[config.mk]
export PLATFORM = sky130hd
export DESIGN_NAME = sdram_arb_flat
export DESIGN_NICKNAME = d
export VERILOG_FILES = /design/src/rtl/sdram_arb_if.sv /design/src/rtl/sdram_arb.sv /design/src/flat_wrapper.sv
export SDC_FILE = /design/constraint.sdc
export NUM_CORES = 1
export LEC_CHECK = 0
export ABC_AREA = 1
export CORE_MARGIN = 2
export CORE_UTILIZATION = 41
export CTS_BUF_LIST = sky130_fd_sc_hd__clkbuf_4 sky130_fd_sc_hd__clkbuf_8 sky130_fd_sc_hd__clkbuf_16
export DETAILED_ROUTE_END_ITERATION = 10
export GPL_TIMING_DRIVEN = 0
export PLACE_DENSITY = 0.89
export SLEW_MARGIN = 20
export SYNTH_ARGS = -nofsm -noshare
export SYNTH_HDL_FRONTEND = slang
export SYNTH_SLANG_ARGS = --single-unit
[constraint.sdc]
create_clock -name sys_clk -period 2.2 [get_ports sys_clk]
set_input_delay 0.44 -clock sys_clk [delete_from_list [all_inputs] [get_ports sys_clk]]
set_output_delay 0.44 -clock sys_clk [all_outputs]
set_load 0.03 [all_outputs]
[src/rtl/sdram_arb_if.sv]
// sdram_arb_if: request ports of both masters plus the SDRAM controller handshake.
// slave is the arbiter's view; master is the requesters/controller side.
interface sdram_arb_if;
  logic req0_valid, req1_valid, req0_wr, req1_wr;
  logic [19:0] req0_addx, req1_addx, arb_addx;
  logic [15:0] req0_wdata, req1_wdata, arb_wdata, rdata, sd_rdata;
  logic req0_ack, req1_ack, req0_done, req1_done, req0_err, req1_err;
  logic do_read, do_write, sd_done, doing_refresh, busy;
  modport slave (
    input req0_valid, req1_valid, req0_wr, req1_wr, req0_addx, req1_addx,
    input req0_wdata, req1_wdata, sd_done, sd_rdata, doing_refresh,
    output req0_ack, req1_ack, req0_done, req1_done, req0_err, req1_err,
    output rdata, do_read, do_write, arb_addx, arb_wdata, busy
  );
  modport master (
    output req0_valid, req1_valid, req0_wr, req1_wr, req0_addx, req1_addx,
    output req0_wdata, req1_wdata, sd_done, sd_rdata, doing_refresh,
    input req0_ack, req1_ack, req0_done, req1_done, req0_err, req1_err,
    input rdata, do_read, do_write, arb_addx, arb_wdata, busy
  );
endinterface

[src/rtl/sdram_arb.sv]
// sdram_arb: two-port arbiter/sequencer in front of the SDRAM controller.
// Round-robin by default; SDRAM_ARB_FIXED_PRIO_EN gives port 0 fixed priority.
module sdram_arb #(
  parameter int TIMEOUT_CYC = 255
) (
  input logic sys_clk,
  input logic sys_rst_l,
  sdram_arb_if.slave bus
);
  typedef enum logic [1:0] {IDLE, BUSY, DONE} state_t;
  localparam logic [7:0] TMO = 8'(TIMEOUT_CYC);
  state_t state;
  logic [7:0] cnt;
  logic sel, win, grant, fin, tmo, sel_wr;
`ifdef SDRAM_ARB_FIXED_PRIO_EN
  assign sel = !bus.req0_valid;
`else
  logic last;
  assign sel = bus.req0_valid && bus.req1_valid ? !last : bus.req1_valid;
  always_ff @(posedge sys_clk or negedge sys_rst_l)
    if (!sys_rst_l) last <= 1'b1;
    else if (grant) last <= sel;
`endif
  assign grant = state == IDLE && !bus.doing_refresh && (bus.req0_valid || bus.req1_valid);
  assign sel_wr = sel ? bus.req1_wr : bus.req0_wr;
  assign fin = bus.sd_done || cnt == TMO;
  // a late sd_done in the timeout cycle still counts as a good completion
  assign tmo = cnt == TMO && !bus.sd_done;
  assign bus.busy = state != IDLE;
  always_ff @(posedge sys_clk or negedge sys_rst_l)
    if (!sys_rst_l) begin
      state <= IDLE;
      cnt <= '0;
      win <= 1'b0;
      bus.req0_ack <= 1'b0;
      bus.req1_ack <= 1'b0;
      bus.req0_done <= 1'b0;
      bus.req1_done <= 1'b0;
      bus.req0_err <= 1'b0;
      bus.req1_err <= 1'b0;
      bus.do_read <= 1'b0;
      bus.do_write <= 1'b0;
      bus.arb_addx <= '0;
      bus.arb_wdata <= '0;
      bus.rdata <= '0;
    end else begin
      bus.req0_ack <= 1'b0;
      bus.req1_ack <= 1'b0;
      bus.req0_done <= 1'b0;
      bus.req1_done <= 1'b0;
      bus.req0_err <= 1'b0;
      bus.req1_err <= 1'b0;
      case (state)
        IDLE: if (grant) begin
          state <= BUSY;
          win <= sel;
          cnt <= '0;
          bus.req0_ack <= !sel;
          bus.req1_ack <= sel;
          bus.arb_addx <= sel ? bus.req1_addx : bus.req0_addx;
          bus.arb_wdata <= sel ? bus.req1_wdata : bus.req0_wdata;
          bus.do_write <= sel_wr;
          bus.do_read <= !sel_wr;
        end
        BUSY: if (fin) begin
          state <= DONE;
          bus.do_read <= 1'b0;
          bus.do_write <= 1'b0;
          bus.req0_done <= !win;
          bus.req1_done <= win;
          bus.req0_err <= tmo && !win;
          bus.req1_err <= tmo && win;
          if (bus.sd_done && bus.do_read) bus.rdata <= bus.sd_rdata;
        end else cnt <= cnt + {7'd0, ~&cnt};
        default: state <= IDLE;
      endcase
    end
endmodule

[src/flat_wrapper.sv]
// flat-port wrapper written by rule: the top's interface ports become plain ports
module sdram_arb_flat 
#(
  parameter int TIMEOUT_CYC = 255
)
  (sys_clk, sys_rst_l, bus_req0_valid, bus_req1_valid, bus_req0_wr, bus_req1_wr, bus_req0_addx, bus_req1_addx, bus_req0_wdata, bus_req1_wdata, bus_sd_done, bus_sd_rdata, bus_doing_refresh, bus_req0_ack, bus_req1_ack, bus_req0_done, bus_req1_done, bus_req0_err, bus_req1_err, bus_rdata, bus_do_read, bus_do_write, bus_arb_addx, bus_arb_wdata, bus_busy);
  sdram_arb_if bus_i ();
  input logic sys_clk;
  input logic sys_rst_l;
  input wire logic [$bits(bus_i.req0_valid)-1:0] bus_req0_valid;
  input wire logic [$bits(bus_i.req1_valid)-1:0] bus_req1_valid;
  input wire logic [$bits(bus_i.req0_wr)-1:0] bus_req0_wr;
  input wire logic [$bits(bus_i.req1_wr)-1:0] bus_req1_wr;
  input wire logic [$bits(bus_i.req0_addx)-1:0] bus_req0_addx;
  input wire logic [$bits(bus_i.req1_addx)-1:0] bus_req1_addx;
  input wire logic [$bits(bus_i.req0_wdata)-1:0] bus_req0_wdata;
  input wire logic [$bits(bus_i.req1_wdata)-1:0] bus_req1_wdata;
  input wire logic [$bits(bus_i.sd_done)-1:0] bus_sd_done;
  input wire logic [$bits(bus_i.sd_rdata)-1:0] bus_sd_rdata;
  input wire logic [$bits(bus_i.doing_refresh)-1:0] bus_doing_refresh;
  output wire logic [$bits(bus_i.req0_ack)-1:0] bus_req0_ack;
  output wire logic [$bits(bus_i.req1_ack)-1:0] bus_req1_ack;
  output wire logic [$bits(bus_i.req0_done)-1:0] bus_req0_done;
  output wire logic [$bits(bus_i.req1_done)-1:0] bus_req1_done;
  output wire logic [$bits(bus_i.req0_err)-1:0] bus_req0_err;
  output wire logic [$bits(bus_i.req1_err)-1:0] bus_req1_err;
  output wire logic [$bits(bus_i.rdata)-1:0] bus_rdata;
  output wire logic [$bits(bus_i.do_read)-1:0] bus_do_read;
  output wire logic [$bits(bus_i.do_write)-1:0] bus_do_write;
  output wire logic [$bits(bus_i.arb_addx)-1:0] bus_arb_addx;
  output wire logic [$bits(bus_i.arb_wdata)-1:0] bus_arb_wdata;
  output wire logic [$bits(bus_i.busy)-1:0] bus_busy;
  assign bus_i.req0_valid = bus_req0_valid;
  assign bus_i.req1_valid = bus_req1_valid;
  assign bus_i.req0_wr = bus_req0_wr;
  assign bus_i.req1_wr = bus_req1_wr;
  assign bus_i.req0_addx = bus_req0_addx;
  assign bus_i.req1_addx = bus_req1_addx;
  assign bus_i.req0_wdata = bus_req0_wdata;
  assign bus_i.req1_wdata = bus_req1_wdata;
  assign bus_i.sd_done = bus_sd_done;
  assign bus_i.sd_rdata = bus_sd_rdata;
  assign bus_i.doing_refresh = bus_doing_refresh;
  assign bus_req0_ack = bus_i.req0_ack;
  assign bus_req1_ack = bus_i.req1_ack;
  assign bus_req0_done = bus_i.req0_done;
  assign bus_req1_done = bus_i.req1_done;
  assign bus_req0_err = bus_i.req0_err;
  assign bus_req1_err = bus_i.req1_err;
  assign bus_rdata = bus_i.rdata;
  assign bus_do_read = bus_i.do_read;
  assign bus_do_write = bus_i.do_write;
  assign bus_arb_addx = bus_i.arb_addx;
  assign bus_arb_wdata = bus_i.arb_wdata;
  assign bus_busy = bus_i.busy;
  sdram_arb #(.TIMEOUT_CYC(TIMEOUT_CYC)) u_core (.sys_clk(sys_clk), .sys_rst_l(sys_rst_l), .bus(bus_i));
endmodule
Word-level counts from Yosys, hierarchy flattened
Cells that the tools add are included.

word-level totals
  word-level logic and storage cells = 73
  output and inout bits = 61
  bits in registers = 72
  bits of input ports = 96

cells by class
  equal/unequal tests = 5
  mux-type cells = 27
  reductions and logical operators = 25
  add/subtract/negate cells = 1

operators by type and width
  kind                count
  $mux 20             1
  $mux 1              17
  $mux 16             1
  $mux 8              2
  $pmux 8 s2          1
  $reduce_and 3->1    3
  $add 8x1->8         1
  $eq 8x8->1 const B  1
  $reduce_and 8->1    1
  $logic_and 1x1->1   7
  $logic_not 1->1     7
  $mux 2              2
  $ne 2x1->1 const B  2
  $pmux 1 s2          2
  $pmux 2 s2          1
  $reduce_and 2->1    2
  $reduce_bool 2->1   2
  $eq 2x1->1 const B  1
  $logic_not 2->1     1
  $logic_or 1x1->1    2
  $ne 2x2->1 const B  1

Longest topological paths before layout
Gate-level depths: netlist of the first run.

  depth after elaboration = 6
  depth in mapped cells = 13
  mapped depth without buffers = 13

Worst setup path before layout of the first run
OpenSTA, ideal clock, no wires.

  path type = register to register
  start point = reg u_core.cnt[3]
  end point = reg u_core.cnt[6]
  path buffers = 0
  arrival = 1566 ps
  slack = 517 ps
  clock period less this slack = 1683 ps
  cell stages (with the launch flop) = 14
  library setup time = 116 ps
  required time = 2084 ps
  path through = dfrtp_1 > nand2_1 > nor2_1 > nand2_2 > ha_1 > ha_1 > nand2_1 > nor2_1 > nand2_1 > nand2_1 > nand2_1 > nor2_1 > nand2_1 > nand2_1

between the ends
  longest elaborated chain between the ends = 5
  elaborated cells on any way between the ends = 9
  classes of those cells = 1 x add/sub; 2 x eq/ne; 2 x mux; 4 x reduce/logical

RTL lines
  item                    RTL line         RTL
  start, declared         sdram_arb.sv:13  logic [7:0] cnt;
  start signal, assigned  sdram_arb.sv:74  end else cnt <= cnt + {7'd0, ~&cnt};
  $reduce_and 8->1        sdram_arb.sv:74
  $logic_not 1->1         sdram_arb.sv:74
  $add 8x1->8             sdram_arb.sv:74
  $mux 8                  sdram_arb.sv:65  BUSY: if (fin) begin
  $pmux 8 s2              sdram_arb.sv:53  case (state)

Several ways; a longest one is shown, not always the timed one. The select of a mux whose other input is x is not followed.
A chain may end at the register's enable or synchronous reset.

Worst setup path in the final report of the first run
  start point = reg u_core.state[1]
  end point = out bus_busy

between the ends
  longest elaborated chain between the ends = 1

RTL lines
  item                    RTL line            RTL
  start, declared         sdram_arb.sv:12     state_t state;
  start signal, assigned  sdram_arb.sv:32     state <= IDLE;
  start signal, assigned  sdram_arb.sv:55     state <= BUSY;
  start signal, assigned  sdram_arb.sv:66     state <= DONE;
  $reduce_bool 2->1       sdram_arb.sv:29     assign bus.busy = state != IDLE;
  end, declared           flat_wrapper.sv:32  output wire logic [$bits(bus_i.busy)-1:0] bus_busy;

No other way between the ends.

==> metrics.md, run 1 <==
| Metric | Value |
|---|---|
| HP Class | `in2async` |
| Switch share | `40.09%` |
| WP data required | `1.76 ns` |
| TritonRoute pass-1 iters | `4` |
| DR vias/cell | `4.748` |
| Gr ovfl total | `0` |
| Reg power frac | `35.0%` |
| Fin. max-slew vios | `0` |
| Yosys warning total | `0` |
| Largest family of logic cells by synthesized area | `simple AND/OR/NAND/NOR gates` |
| Adder-cell share of the synthesized area | `0.7776%` |
| Post-route clock skew | `0.01374 ns` |
| EDFF count, synth | `0` |
| CTS tree | `done` |
| Core Region | `0.007647 sq mm` |
| Cell variety after synth | `23` |
| Hold WS | `0.03328 ns` |
| Post-DP HPWL | `7052 um` |
| Post-CTS Setup Bufs | `0` |
| Fin area | `0.005134 sq mm` |
| Mapped Area | `0.003218 sq mm` |
| Status | `completed` |
| Synthesis-to-layout area growth | `59.53%` |
| RSZ-0062 raised after global routing | `no` |
| Register Area | `0.001803 sq mm` |
| DR vias | `3129` |
| Area after DPL | `0.004925 sq mm` |
| Root buf cell | `clkbuf_8` |
| Startpoint types | `flip-flop` |
| R2r endpoint | `u_core.cnt[6]$_DFFE_PN0P_` |
| Final net count | `650` |
| CTS clk-pin slew, worst paths | `0.08 ns` |
| # DRC | `0` |
| Reg2reg setup slack | `0.31 ns` |
| Wire per inst | `13.77 um` |
| Area of the multi-input gates | `0.001200 sq mm` |
| Final period util | `91.36%` |
| Pwr Total | `5.971 mW` |
| Switching pwr | `2.394 mW` |
| DRT Wirelength | `9077 um` |
| Top-count cell post-synth | `nand2_1` |
| Max IR drop VDD | `518.8 uV` |
| Final Core Density | `67.13%` |
| Critical path's top delay family | `buffers and inverters` |
| Ys async rst share | `100.0%` |
| Max Cap Viol | `0` |
| Largest cells by area after synthesis | `dfrtp_1 (55%), nand2_1 (20%), nand3_1 (8.1%), inv_1 (3.0%), o21ai_0 (2.5%)` |
| Synth Area in XOR/XNOR | `0%` |
| CP Buf/Inv Count | `2` |
| Die Ht | `92.60 um` |
| Setup CP Type | `reg2out` |
| Highest clock rate | `0.4975 GHz` |
| Initial antenna violation count | `0` |
| Min Tclk post-route | `2.010 ns` |
| Cell-internal power | `3.577 mW` |
| List of most frequent post-synthesis cells | `nand2_1 (170), dfrtp_1 (71), nand3_1 (52)` |
| Multiplexer area fraction after synthesis | `0%` |
| Fillers | `649` |
| Setup violations, final | `0` |
| Die Wd | `92.60 um` |
| Post-synth top area share | `55.21%` |
| # IOs | `157` |
| Critical-path cell list | `inv_2 -> nand2_2 -> clkdlybuf4s50_1` |
| Buffers added on ports | `156` |
| R2R depth | `13` |
| Crit path DAT | `1.57 ns` |
| H-tree Lvls | `3` |
| Tightest Pin Transition | `0.4417 ns` |
| GPL Wtd Cong | `0.8576` |
| Sum Neg Setup Slack | `0 ns` |
| Cell taking the most area after synthesis | `dfrtp_1` |
| Share of cells above drive strength 1 | `7.720%` |
| Die footprint | `0.008574 sq mm` |
| Compound-Gate Fraction of Synth Area | `3.616%` |
| Syn Area/Cell | `8.380 sq um` |
| Std-Cell Rows | `32` |
| Final Hold Violating Endpoints | `0` |
| Clock Latency Late Sink | `0.35 ns` |
| Synth Flop Type | `dfrtp_1` |
| Reg-to-reg startpoint | `u_core.cnt[1]$_DFFE_PN0P_` |
| Critical path's slowest cell | `clkdlybuf4s50_1` |
| Comb pwr share | `47.0%` |
| Post-route ant nets | `0` |
| Largest net degree at the start of global routing | `41` |
| Flop and latch count out of synthesis | `72` |
| Clk pwr share | `18.0%` |
| Critical path peak fanout | `2` |
| Vias in the first global route | `3169` |
| DR iter-0 viols | `120` |
| Syn nets | `482` |
| Pwr Density | `1163 mW/mm^2` |
| Antenna Cells | `0` |
| Synth Area in Simple Gates | `32.81%` |
| Global Route Usage Sum | `21.99%` |
| Initial Util | `42.08%` |
| Slew headroom | `70.55%` |
| Post-synthesis sequential area ratio | `56.03%` |
| Inserted Clock Buffers | `9` |
| Global-route wire length before repair | `14620 um` |
| Leak pwr | `2.401 nW` |
| Clock sink count | `72` |
| Max Buffers Root-to-Sink | `2` |
| Gate Count Post-Synth | `384` |
| CP Capture Type | `output pin` |
| CP peak stage delay | `0.69 ns` |
[metrics by stage]
step / std cells / worst slack (ns)
2_1_floorplan: 384 / 0.5172
6_report: 659 / 0.1900
4_1_cts: 659 / 0.1675
5_1_grt: 659 / 0.03395
3_5_place_dp: 643 / 0.2007
3_3_place_gp: 642 / -1.659
[worst max path at each step]
stage | startpoint | endpoint | slack [ns] | cells after the start
global placement | sys_rst_l | u_core.bus.arb_addx[19]$_DFFE_PN0P_ | -1.66 | 1
CTS | u_core.state[1]$_DFFE_PN0P_ | bus_busy | 0.17 | 3
floorplan | u_core.cnt[3]$_DFFE_PN0P_ | u_core.cnt[6]$_DFFE_PN0P_ | 0.52 | 13
global route | u_core.cnt[3]$_DFFE_PN0P_ | u_core.cnt[6]$_DFFE_PN0P_ | 0.03 | 13
finish | u_core.state[1]$_DFFE_PN0P_ | bus_busy | 0.19 | 3
detailed placement | bus_req1_valid | u_core.bus.arb_wdata[9]$_DFFE_PN0P_ | 0.20 | 8
[power by group through the flow]
stage | clock network (mW) | logic (mW) | registers, mW
6_report | 1.08 | 2.81 | 2.09
2_1_floorplan | 0 | 0.629 | 2.97
4_1_cts | 1.09 | 2.84 | 2.09
3_5_place_dp | 0 | 2.83 | 2.11
5_1_grt | 1.15 | 3.00 | 2.16
3_3_place_gp | 0 | 2.77 | 2.09
[flip-flops by register name, indices dropped and copies added, names as in the netlist]
name / count
u_core.bus.arb_addx: 20
u_core.bus.arb_wdata: 16
u_core.bus.do_read: 1
u_core.bus.do_write: 1
u_core.bus.rdata: 16
u_core.bus.req0_ack: 1
u_core.bus.req0_done: 1
u_core.bus.req0_err: 1
u_core.bus.req1_ack: 1
u_core.bus.req1_done: 1
u_core.bus.req1_err: 1
u_core.cnt: 8
u_core.last: 1
u_core.state: 2
u_core.win: 1
[layout by cell type, fill, tap and decap left out, types with 2 or more instances in the layout]
master	Yosys	routed
clkbuf_1	3	3
buf_2	3	3
clkdlybuf4s50_1	0	155
ha_1	2	2
clkinvlp_4	0	2
nor2_1	14	13
o21ai_0	16	16
clkinv_2	0	2
inv_1	26	26
nand2_2	2	2
buf_4	3	4
inv_2	4	4
nand3_1	52	52
dfrtp_1	71	71
clkbuf_8	0	11
buf_6	5	5
nand2_1	170	170
o21bai_1	2	2
nor2_4	2	2
nor3b_1	2	2
[worst register-to-register path, delay by kind of cell, from the launching register on]
family                     cells  cell delay [ns]
adders and majority gates      2             0.46
and+or+nand+nor               11             0.87
DFF                            1             0.45
[area by class of cell]
class | count | share of cell area [%]
tap | 102 | 2.486
buffer | 14 | 2.047
sequential | 72 | 35.12
timing repair buffer | 157 | 30.76
clock buffer | 11 | 2.949
multi-input combinational | 268 | 23.37
clock inverter | 5 | 1.072
inverter | 30 | 2.194
[timing repair]
| action | CTS | global route |
|---|---|---|
| gates resized for setup | 0 | 1 |
| hold buffers | 0 | 0 |
| endpoints found under the setup margin | 0 | 1 |
[layer usage]
| layer | global-route usage (%) | vias up | part of all wire (%) |
|---|---|---|---|
| met3 | 5.452 | 16 | 6.0 |
| met1 | 24.61 | 1476 | 39 |
| li1 | - | 1535 | - |
| met2 | 39.36 | 102 | 52 |
| met5 | 0 | - | 0 |
| met4 | 9.950 | 0 | 2.6 |
[logic make-up (layout without fill, tap and decap cells)]
logic type                 count (synthesis)  count (layout)
AOI/OAI and AO/OA                         20              20
DFF                                       72              72
and+or+nand+nor                          246             246
buffers and inverters                     44             217
adders and majority gates                  2               2
No activity file was read; power rests on OpenSTA's default activity.
==> inputs of run 2 (changes only) <==
--- a/config.mk
+++ b/config.mk
@@ -6,12 +6,15 @@
 export NUM_CORES = 1
 export LEC_CHECK = 0
 export ABC_AREA = 1
+export CAP_MARGIN = 20
 export CORE_MARGIN = 2
 export CORE_UTILIZATION = 41
 export CTS_BUF_LIST = sky130_fd_sc_hd__clkbuf_4 sky130_fd_sc_hd__clkbuf_8 sky130_fd_sc_hd__clkbuf_16
+export CTS_CLUSTER_SIZE = 14
 export DETAILED_ROUTE_END_ITERATION = 10
 export GPL_TIMING_DRIVEN = 0
 export PLACE_DENSITY = 0.89
+export SETUP_SLACK_MARGIN = 0.2
 export SLEW_MARGIN = 20
 export SYNTH_ARGS = -nofsm -noshare
 export SYNTH_HDL_FRONTEND = slang
==> run 2 against run 1 <==
Sequential power is essentially flat. Design area rose by 0.37%. Cell count unchanged.
==> metrics.md, run 2 (synthesis gave the netlist of run 1 again) <==
| Metric | Value |
|---|---|
| Setup violations, final | `0 (unchanged)` |
| CP endpoint | `bus_do_read` |
| Largest net degree at the start of global routing | `41 (unchanged)` |
| Post-route clock skew | `0.01569 ns (+0.001953 ns)` |
| Hold WS | `0.03330 ns (+0.00001880 ns)` |
| Max Cap Viol | `0 (unchanged)` |
| Share of cells above drive strength 1 | `8.618% (+0.90 points)` |
| Most frequent cells in the layout | `nand2_1 (169), clkdlybuf4s50_1 (154), dfrtp_1 (69)` |
| R2r endpoint | `u_core.cnt[6]$_DFFE_PN0P_` |
| Leak pwr | `2.416 nW (+0.61%)` |
| Core Region | `0.007647 sq mm (unchanged)` |
| Highest clock rate | `0.5380 GHz (+8.1%)` |
| Gr ovfl total | `0 (unchanged)` |
| Largest Register | `u_core.bus.arb_addx` |
| Sum Neg Setup Slack | `0 ns (unchanged)` |
| H-tree Lvls | `3 (unchanged)` |
| Status | `completed` |
| Biggest regs | `u_core.bus.arb_addx x20, u_core.bus.arb_wdata x16, u_core.bus.rdata x16` |
| CTS clk-pin slew, worst paths | `0.08 ns (about the same)` |
| Tightest Pin Transition | `0.4401 ns (-0.001682 ns)` |
| Die Wd | `92.60 um (unchanged)` |
| Initial antenna violation count | `0 (unchanged)` |
| CTS tree | `done` |
| Reg2reg setup slack | `0.39 ns (+0.08 ns)` |
| Min Tclk post-route | `1.859 ns (-0.1514 ns)` |
| Max Buffers Root-to-Sink | `2 (unchanged)` |
| Met1 usage | `24.61% (unchanged)` |
| Synthesis-to-layout area growth | `60.11%` |
| Final Hold Violating Endpoints | `0 (unchanged)` |
| Critical path's top delay family | `buffers and inverters` |
| # DRC | `0 (unchanged)` |
| GRT met3 Usage | `5.452% (unchanged)` |
| CP Buf/Inv Count | `1 (-1)` |
| Global-route wire length before repair | `14620 um (unchanged)` |
| Final period util | `84.48% (-6.9 points)` |
| Clock sink count | `72 (unchanged)` |
| Pwr Density | `1160 mW/mm^2 (-0.25%)` |
| WP data required | `1.76 ns (about the same)` |
| Setup CP Type | `reg2out` |
| Most common cell after layout, fill and taps aside | `nand2_1` |
| Root buf cell | `clkbuf_8` |
| DR iter-0 viols | `99 (-18%)` |
| Final net count | `650 (unchanged)` |
| Global Route Usage Sum | `21.99% (unchanged)` |
| Inserted Clock Buffers | `9 (unchanged)` |
| Die Ht | `92.60 um (unchanged)` |
| Fillers | `652 (+0.46%)` |
| TritonRoute pass-1 iters | `4 (unchanged)` |
| DR vias/cell | `4.719 (-0.61%)` |
| Max IR drop VDD | `518.7 uV (about the same)` |
| Antenna Cells | `0 (unchanged)` |
| Vias in the first global route | `3169 (unchanged)` |
| DRT Wirelength | `9172 um (+1.0%)` |
| Post-route ant nets | `0 (unchanged)` |
| Std-Cell Rows | `32 (unchanged)` |
| Critical path peak fanout | `3 (+1)` |
| DR vias | `3110 (-0.61%)` |
| Clock Latency Late Sink | `0.35 ns (about the same)` |
| R2R depth | `13 (unchanged)` |
| Crit path DAT | `1.42 ns (-0.15 ns)` |
| Critical-path cell list | `clkdlybuf4s50_1` |
| Buffers added on ports | `156 (unchanged)` |
| Wire per inst | `13.92 um (+1.0%)` |
| Fin. max-slew vios | `0 (unchanged)` |
| WP depth | `1 (-2)` |
| # IOs | `157 (unchanged)` |
| Reg-to-reg startpoint | `u_core.cnt[6]$_DFFE_PN0P_` |
| GPL Wtd Cong | `0.8576 (unchanged)` |
| CP Capture Type | `output pin` |
| Critical path's slowest cell | `clkdlybuf4s50_1` |
| Met2 GRT Util | `39.36% (unchanged)` |
| Worst setup startpoint | `u_core.bus.do_read$_DFFE_PN0P_` |
| RSZ-0062 raised after global routing | `no` |
| HP Class | `in2async` |
| Post-DP HPWL | `7052 um (unchanged)` |
| Die footprint | `0.008574 sq mm (unchanged)` |
| Startpoint types | `flip-flop` |
| CP peak stage delay | `0.69 ns (about the same)` |
| Number of flip-flops in the largest register | `20 (unchanged)` |
| GRT busiest layer | `met2` |
| Slew headroom | `70.66% (+0.11 points)` |
| Cts hold-fix bufs | `0 (unchanged)` |
| Initial Util | `42.08% (unchanged)` |
[run 2: layout make-up]
| class | count | area, sq um | area share (%) |
|---|---|---|---|
| buffer | 14 | 105.1 | 2.040 |
| clock buffer | 11 | 151.4 | 2.938 |
| clock inverter | 5 | 55.05 | 1.068 |
| inverter | 30 | 112.6 | 2.186 |
| multi-input combinational | 268 | 1217 | 23.63 |
| sequential | 72 | 1805 | 35.04 |
| tap | 102 | 127.6 | 2.477 |
| timing repair buffer | 157 | 1578 | 30.62 |
[run 2: stage by stage]
step	util [%]	std cells	total power [mW]	setup WS [ns]	area, sq um
after floorplan	-	384	3.597	0.5172	3218
after global placement	64.17	642	4.852	-1.659	4907
after detailed placement	64.40	643	4.938	0.2007	4925
after CTS	67.08	659	6.018	0.2675	5130
after global routing	67.38	659	6.309	0.1792	5152
final	67.38	659	5.978	0.3414	5152
[run 2: worst min path at each step]
stage | startpoint | slack (ns) | end
after floorplan | sys_rst_l | 0.14 | u_core.bus.arb_addx[0]$_DFFE_PN0P_
after global placement | u_core.win$_DFFE_PN0P_ | 0.44 | u_core.bus.req0_err$_DFF_PN0_
final | sys_rst_l | 0.03 | u_core.bus.arb_addx[9]$_DFFE_PN0P_
after global routing | sys_rst_l | 0.06 | u_core.bus.arb_addx[9]$_DFFE_PN0P_
after CTS | sys_rst_l | 0.04 | u_core.bus.arb_addx[9]$_DFFE_PN0P_
after detailed placement | sys_rst_l | 0.42 | u_core.state[1]$_DFFE_PN0P_
[run 2: per-layer routing]
metal	wire [um]	vias up
met5	0	-
met4	225	0
met3	559	15
met2	4784	111
met1	3603	1450
li1	-	1534
[run 2: report_power, final]
part | switching [mW] | leakage, nW | total (mW) | internal, mW
sequential | 0.285 | 0.905 | 2.09 | 1.81
combinational | 1.62 | 1.41 | 2.80 | 1.19
clock | 0.500 | 0.101 | 1.08 | 0.582
total | 2.40 | 2.42 | 5.98 | 3.58
[run 2: repair_timing]
item	in CTS	in global routing
pin swaps	0	2
buffers inserted	0	0
gates resized for setup	1	8
setup endpoints to repair	1	3
